### src/rtl/sdram_pass_arbiter.sv
// sdram_pass_arbiter
// Shares one sdram full-pass engine between two requesters. The arbiter
// owns the sdram reset/init sequence, grants whole passes round-robin,
// routes ready/wdat/rdat to the current owner and returns one done pulse
// per pass.
//
// Ports:
//   clk, rst_n                 clock, synchronous active-low reset
//   reqN_start/rnw/wdat        pass request, direction, write data (N=0,1)
//   reqN_busy/ready/done       pending-or-granted, per-word strobe, end of pass
//   rdat                       controller read data, passed straight through
//   grant                      one-hot owner (00 = none)
//   timeout                    sticky watchdog flag (0 unless watchdog built)
//   mem_*                      sdram controller interface
//
// Optional build macro: PASS_ARB_WATCHDOG_EN
//   Adds a per-pass cycle counter. A pass with no mem_done after WD_CYCLES
//   cycles in WAIT is ended with a done pulse, sets timeout and sends the
//   arbiter back through INIT so the sdram is re-reset.
module sdram_pass_arbiter #(
    parameter int DW         = 16,
    parameter int RST_CYCLES = 16,
    parameter int WD_CYCLES  = 2**26
) (
    input  logic          clk,
    input  logic          rst_n,
    input  logic          req0_start,
    input  logic          req0_rnw,
    input  logic [DW-1:0] req0_wdat,
    output logic          req0_busy,
    output logic          req0_ready,
    output logic          req0_done,
    input  logic          req1_start,
    input  logic          req1_rnw,
    input  logic [DW-1:0] req1_wdat,
    output logic          req1_busy,
    output logic          req1_ready,
    output logic          req1_done,
    output logic [DW-1:0] rdat,
    output logic [1:0]    grant,
    output logic          timeout,
    output logic          mem_rst_n,
    output logic          mem_start,
    output logic          mem_rnw,
    output logic [DW-1:0] mem_wdat,
    input  logic          mem_done,
    input  logic          mem_ready,
    input  logic [DW-1:0] mem_rdat
);

    typedef enum logic [2:0] {
        S_INIT,
        S_INITW,
        S_IDLE,
        S_ISSUE,
        S_WAIT,
        S_RELEASE,
        S_WDREL
    } state_t;

    localparam int             RCW      = (RST_CYCLES > 1) ? $clog2(RST_CYCLES) : 1;
    localparam logic [RCW-1:0] RST_LAST = RCW'(RST_CYCLES - 1);

    state_t         state_q, state_d;
    logic [RCW-1:0] rst_cnt_q, rst_cnt_d;
    logic [1:0]     pending_q, pending_d;
    logic [1:0]     rnw_q, rnw_d;
    logic [1:0]     grant_q, grant_d;
    logic           last_q, last_d;      // index of the previous owner
    logic [1:0]     done_q, done_d;
    logic           wd_expire;           // WAIT has run out of cycles this clock

`ifdef PASS_ARB_WATCHDOG_EN
    localparam int             WCW     = (WD_CYCLES > 1) ? $clog2(WD_CYCLES) : 1;
    localparam logic [WCW-1:0] WD_LAST = WCW'(WD_CYCLES - 1);

    logic [WCW-1:0] wd_cnt_q, wd_cnt_d;
    logic           timeout_q, timeout_d;

    always_comb begin
        // Counts WAIT cycles; any other state holds it at 0 so each pass
        // starts counting from the first WAIT cycle.
        wd_cnt_d  = (state_q == S_WAIT) ? wd_cnt_q + 1'b1 : '0;
        wd_expire = (state_q == S_WAIT) && !mem_done && (wd_cnt_q == WD_LAST);
        timeout_d = timeout_q | wd_expire;
    end

    always_ff @(posedge clk) begin
        if (!rst_n) begin
            wd_cnt_q  <= '0;
            timeout_q <= 1'b0;
        end else begin
            wd_cnt_q  <= wd_cnt_d;
            timeout_q <= timeout_d;
        end
    end

    assign timeout = timeout_q;
`else
    assign wd_expire = 1'b0;
    assign timeout   = 1'b0;
`endif

    always_comb begin
        state_d   = state_q;
        rst_cnt_d = rst_cnt_q;
        pending_d = pending_q;
        rnw_d     = rnw_q;
        grant_d   = grant_q;
        last_d    = last_q;
        done_d    = 2'b00;
        mem_start = 1'b0;
        mem_rnw   = 1'b0;

        // Requests are latched in every state; a start while already
        // pending is dropped and keeps the originally stored direction.
        if (req0_start && !pending_q[0]) begin
            pending_d[0] = 1'b1;
            rnw_d[0]     = req0_rnw;
        end
        if (req1_start && !pending_q[1]) begin
            pending_d[1] = 1'b1;
            rnw_d[1]     = req1_rnw;
        end

        case (state_q)
            S_INIT: begin
                if (rst_cnt_q == RST_LAST) begin
                    rst_cnt_d = '0;
                    state_d   = S_INITW;
                end else begin
                    rst_cnt_d = rst_cnt_q + 1'b1;
                end
            end
            S_INITW: begin
                if (mem_done) state_d = S_IDLE;
            end
            S_IDLE: begin
                // Arbitration uses registered pending only, so a start in
                // this same cycle competes from the next cycle on.
                if (pending_q != 2'b00) begin
                    if (pending_q == 2'b11) grant_d = last_q ? 2'b01 : 2'b10;
                    else                    grant_d = pending_q;
                    state_d = S_ISSUE;
                end
            end
            S_ISSUE: begin
                mem_start = 1'b1;
                mem_rnw   = grant_q[1] ? rnw_q[1] : rnw_q[0];
                state_d   = S_WAIT;
            end
            S_WAIT: begin
                if (mem_done)       state_d = S_RELEASE;
                else if (wd_expire) state_d = S_WDREL;
            end
            S_RELEASE, S_WDREL: begin
                // Owner's pending bit is set, so no new start can have
                // touched it this cycle; clearing it here is safe.
                pending_d = pending_d & ~grant_q;
                last_d    = grant_q[1];
                done_d    = grant_q;
                grant_d   = 2'b00;
                state_d   = (state_q == S_WDREL) ? S_INIT : S_IDLE;
            end
            default: state_d = S_INIT;
        endcase
    end

    always_ff @(posedge clk) begin
        if (!rst_n) begin
            state_q   <= S_INIT;
            rst_cnt_q <= '0;
            pending_q <= 2'b00;
            rnw_q     <= 2'b00;
            grant_q   <= 2'b00;
            last_q    <= 1'b1;
            done_q    <= 2'b00;
        end else begin
            state_q   <= state_d;
            rst_cnt_q <= rst_cnt_d;
            pending_q <= pending_d;
            rnw_q     <= rnw_d;
            grant_q   <= grant_d;
            last_q    <= last_d;
            done_q    <= done_d;
        end
    end

    assign mem_rst_n  = (state_q != S_INIT);
    assign grant      = grant_q;
    assign req0_busy  = pending_q[0];
    assign req1_busy  = pending_q[1];
    assign req0_done  = done_q[0];
    assign req1_done  = done_q[1];
    // Word strobes only reach the owner while its pass is in flight.
    assign req0_ready = mem_ready & grant_q[0] & (state_q == S_WAIT);
    assign req1_ready = mem_ready & grant_q[1] & (state_q == S_WAIT);
    assign mem_wdat   = grant_q[0] ? req0_wdat :
                        grant_q[1] ? req1_wdat : '0;
    assign rdat       = mem_rdat;

endmodule

### config.mk
export PLATFORM = sky130hd
export DESIGN_NAME = sdram_pass_arbiter
export DESIGN_NICKNAME = d
export VERILOG_FILES = /design/src/rtl/sdram_pass_arbiter.sv
export SDC_FILE = /design/constraint.sdc
export NUM_CORES = 1
export LEC_CHECK = 0
export BUFFER_PORTS_ARGS = -buffer_cell sky130_fd_sc_hd__buf_2
export CORE_AREA = 3 3 48 68
export DETAILED_ROUTE_END_ITERATION = 6
export DIE_AREA = 0 0 51 71
export GPL_TIMING_DRIVEN = 1
export PLACE_DENSITY = 0.83
export SYNTH_ARGS = -nofsm -noshare
export SYNTH_HDL_FRONTEND = slang
export SYNTH_SLANG_ARGS = --single-unit
### constraint.sdc
create_clock -name clk -period 1.9 [get_ports clk]
set_clock_uncertainty 0.05 [all_clocks]
set_input_delay 0 -clock clk [delete_from_list [all_inputs] [get_ports clk]]
set_output_delay 0 -clock clk [all_outputs]
set_load 0.01 [all_outputs]
==> flow_summary.json <==
{
  "worst_slack_ns": 0.495,
  "irDropWorstVdd_mv": 0.485,
  "synthDistinctLibCells": 35,
  "overflow": 0,
  "drtPass1Iterations": 4,
  "grt_max_degree": 18,
  "slew_viol_final": 0,
  "syn_avg_cell_area_um2": 8.75,
  "ys_warn_count": 0,
  "fin_cells": 225,
  "fin_crit_ns": 1.40,
  "yosys.area.top_type": "dfxtp_1",
  "root_buffer": "clkbuf_8",
  "async_reset_ff_share_pct": 0,
  "route.detailed.wl_per_inst_um": 13.6,
  "ant_nets": 0,
  "clkSinkCount": 16,
  "worstSkewPairLatency_ns": 0.26,
  "area_growth_pct": 47.0,
  "required_ns": 1.85,
  "row_count": 23,
  "nets": 246,
  "min-delay-start": "rst_n",
  "finalSetupTns_ns": 0,
  "min_to": "state_q[0]$_SDFFE_PN0P_",
  "grt_pass1_vias": 1044,
  "crit_type": "flop to output port",
  "synthCells": 119,
  "period_share_pct": 73.9,
  "synth.most_common_cell": "buf_4",
  "portBuffers": 66,
  "fmax_mhz": 712,
  "synth_edf_count": 0,
  "layout-drive-gt1-share_pct": 41.5,
  "yosysTopAreaCellShare_pct": 30.8,
  "placed_cells_incl_taps": 201,
  "core_area_um2": 2790,
  "reg2reg_setup_slack_ns": 0.54,
  "fp.dieH_um": 71,
  "r2r-end": "rst_cnt_q[3]$_SDFFE_PN0N_",
  "ys_seq_area_share_pct": 30.8,
  "start_util_pct": 37.3,
  "power-per-cell-area_nw_per_um2": 518,
  "dr_total_vias": 1122,
  "dp_hpwl_um": 2130,
  "synthTopCellsByCount": "18 x buf_4, 16 x a22o_1, 16 x dfxtp_1",
  "cts_made_buffers": 3,
  "synthesis.area_um2": 1040,
  "h-tree-depth": 1,
  "syn_nets": 176,
  "boundaryPins": 100,
  "hold_path_depth": 2,
  "yosys_most_used_dff": "dfxtp_1",
  "whs_ns": 0.0332,
  "totalWireLength_um": 3060,
  "r2r_start": "state_q[2]$_SDFFE_PN0P_",
  "dp_slack_ns": 0.569,
  "clockBufferDepth": 2,
  "p_total_mw": 0.793,
  "end_kind": "output port",
  "crit_fanout": 16,
  "grtUsageTotal_pct": 17.0,
  "crit_arrival_ns": 1.35,
  "first_iter_violations": 16,
  "viasPerCell": 4.99,
  "routabilityCongestion": 0.823,
  "clk_pin_slew_ns": 0.06,
  "finalHoldViolCount": 0,
  "antenna_found_initial": 2,
  "cts_tree": "yes",
  "drc": 0,
  "startpoint_type": "flop",
  "die-area_um2": 3620,
  "cts_setup_buffers": 0,
  "synth-seq-cells": 16,
  "hold_class": "input port to flop",
  "yosys-top-cells-area": "dfxtp_1 31%, a22o_1 13%, buf_4 13%, nor2b_1 5.4%, mux2i_1 2.9%",
  "grt_pass1_wl_um": 4620,
  "outcome": "finished, final reports clean",
  "cap_violations": 0,
  "finalSetupViolCount": 0,
  "cts_resized": 0,
  "n_antenna_cell": 0,
  "die_x_um": 51,
  "rsz0062_at_grt": "no",
  "r2r_cells": 3,
  "p_leak_nw": 0.782
}
[state kept, by name, indices dropped and copies added (netlist names)]
| register | cells |
|---|---|
| grant | 2 |
| last_q | 1 |
| rnw_q | 2 |
| state_q | 3 |
| done_q | 2 |
| pending_q | 2 |
| rst_cnt_q | 4 |
[cell families (layout without fill, tap and decap cells)]
| logic type | Yosys count | in the layout | synth area share [%] |
|---|---|---|---|
| and+or+nand+nor | 37 | 37 | 21.6 |
| adders and majority gates | 1 | 1 | 1.20 |
| xor gates and xnor gates | 1 | 1 | 0.841 |
| other | 1 | 1 | 0.360 |
| muxes | 3 | 3 | 2.88 |
| DFF | 16 | 16 | 30.8 |
| AOI/OAI and AO/OA | 35 | 35 | 26.4 |
| buffers and inverters | 25 | 94 | 15.9 |
[layout make-up]
type	count	area (um^2)
inverter	2	7.51
multi-input combinational	78	556
sequential	16	320
timing repair buffer	88	546
fill	263	1260
tap	37	46.3
clock buffer	4	55.1
[layout by cell type, fill, tap and decap left out, drive strengths merged, types with 3 or more instances in the layout]
cell type and count:
dlygate4sd3 20, nand2 8, a21oi 4, clkbuf 4, a21boi 3, nor2b 9, o21ai 4, dfxtp 16
buf 68, o21a 3, nand2b 3, a22o 16, mux2i 3, nor2 6
[stage by stage]
| step | instance area [um^2] | utilization, % |
|---|---|---|
| after floorplan | 1040 | - |
| after global placement | 1270 | 45.7 |
| after detailed placement | 1270 | 45.7 |
| after CTS | 1530 | 54.8 |
| after global routing | 1530 | 54.8 |
| final | 1530 | 54.8 |
[worst max path at each step]
stage / startpoint / endpoint / slack [ns]
global route: grant[1]$_SDFFE_PN0P_ / mem_wdat[2] / 0.39
floorplan: state_q[0]$_SDFFE_PN0P_ / rst_cnt_q[3]$_SDFFE_PN0N_ / 0.71
detailed placement: state_q[2]$_SDFFE_PN0P_ / rst_cnt_q[3]$_SDFFE_PN0N_ / 0.57
finish: grant[1]$_SDFFE_PN0P_ / mem_wdat[2] / 0.50
global placement: state_q[2]$_SDFFE_PN0P_ / rst_cnt_q[3]$_SDFFE_PN0N_ / 0.61
CTS: grant[1]$_SDFFE_PN0P_ / mem_wdat[2] / 0.47
[metal layers]
metal  global-route usage [%]  part of all wire [%]
met1                     16.0                    34
met2                     29.6                    49
met3                     8.00                    13
met4                     8.98                   2.3
met5                        0                  0.46
[worst max-delay path, stage by stage (launching register included)]
cell,delay (ns)
dfxtp_1,0.45
nor2b_1,0.16
buf_4,0.20
a22o_1,0.15
buf_2,0.13
[power by group]
part | leakage, nW | internal [mW] | switching [mW] | total (mW)
logic | 0.622 | 0.0753 | 0.0484 | 0.124
registers | 0.131 | 0.347 | 0.0127 | 0.360
clock network | 0.0288 | 0.184 | 0.125 | 0.309
total | 0.782 | 0.607 | 0.186 | 0.793
[what timing repair did]
item                                    CTS  global route
endpoints found under the setup margin    0             0
endpoints found under the hold margin    20             0
hold buffers                             20             0
Power figures use the tool's default switching activity.
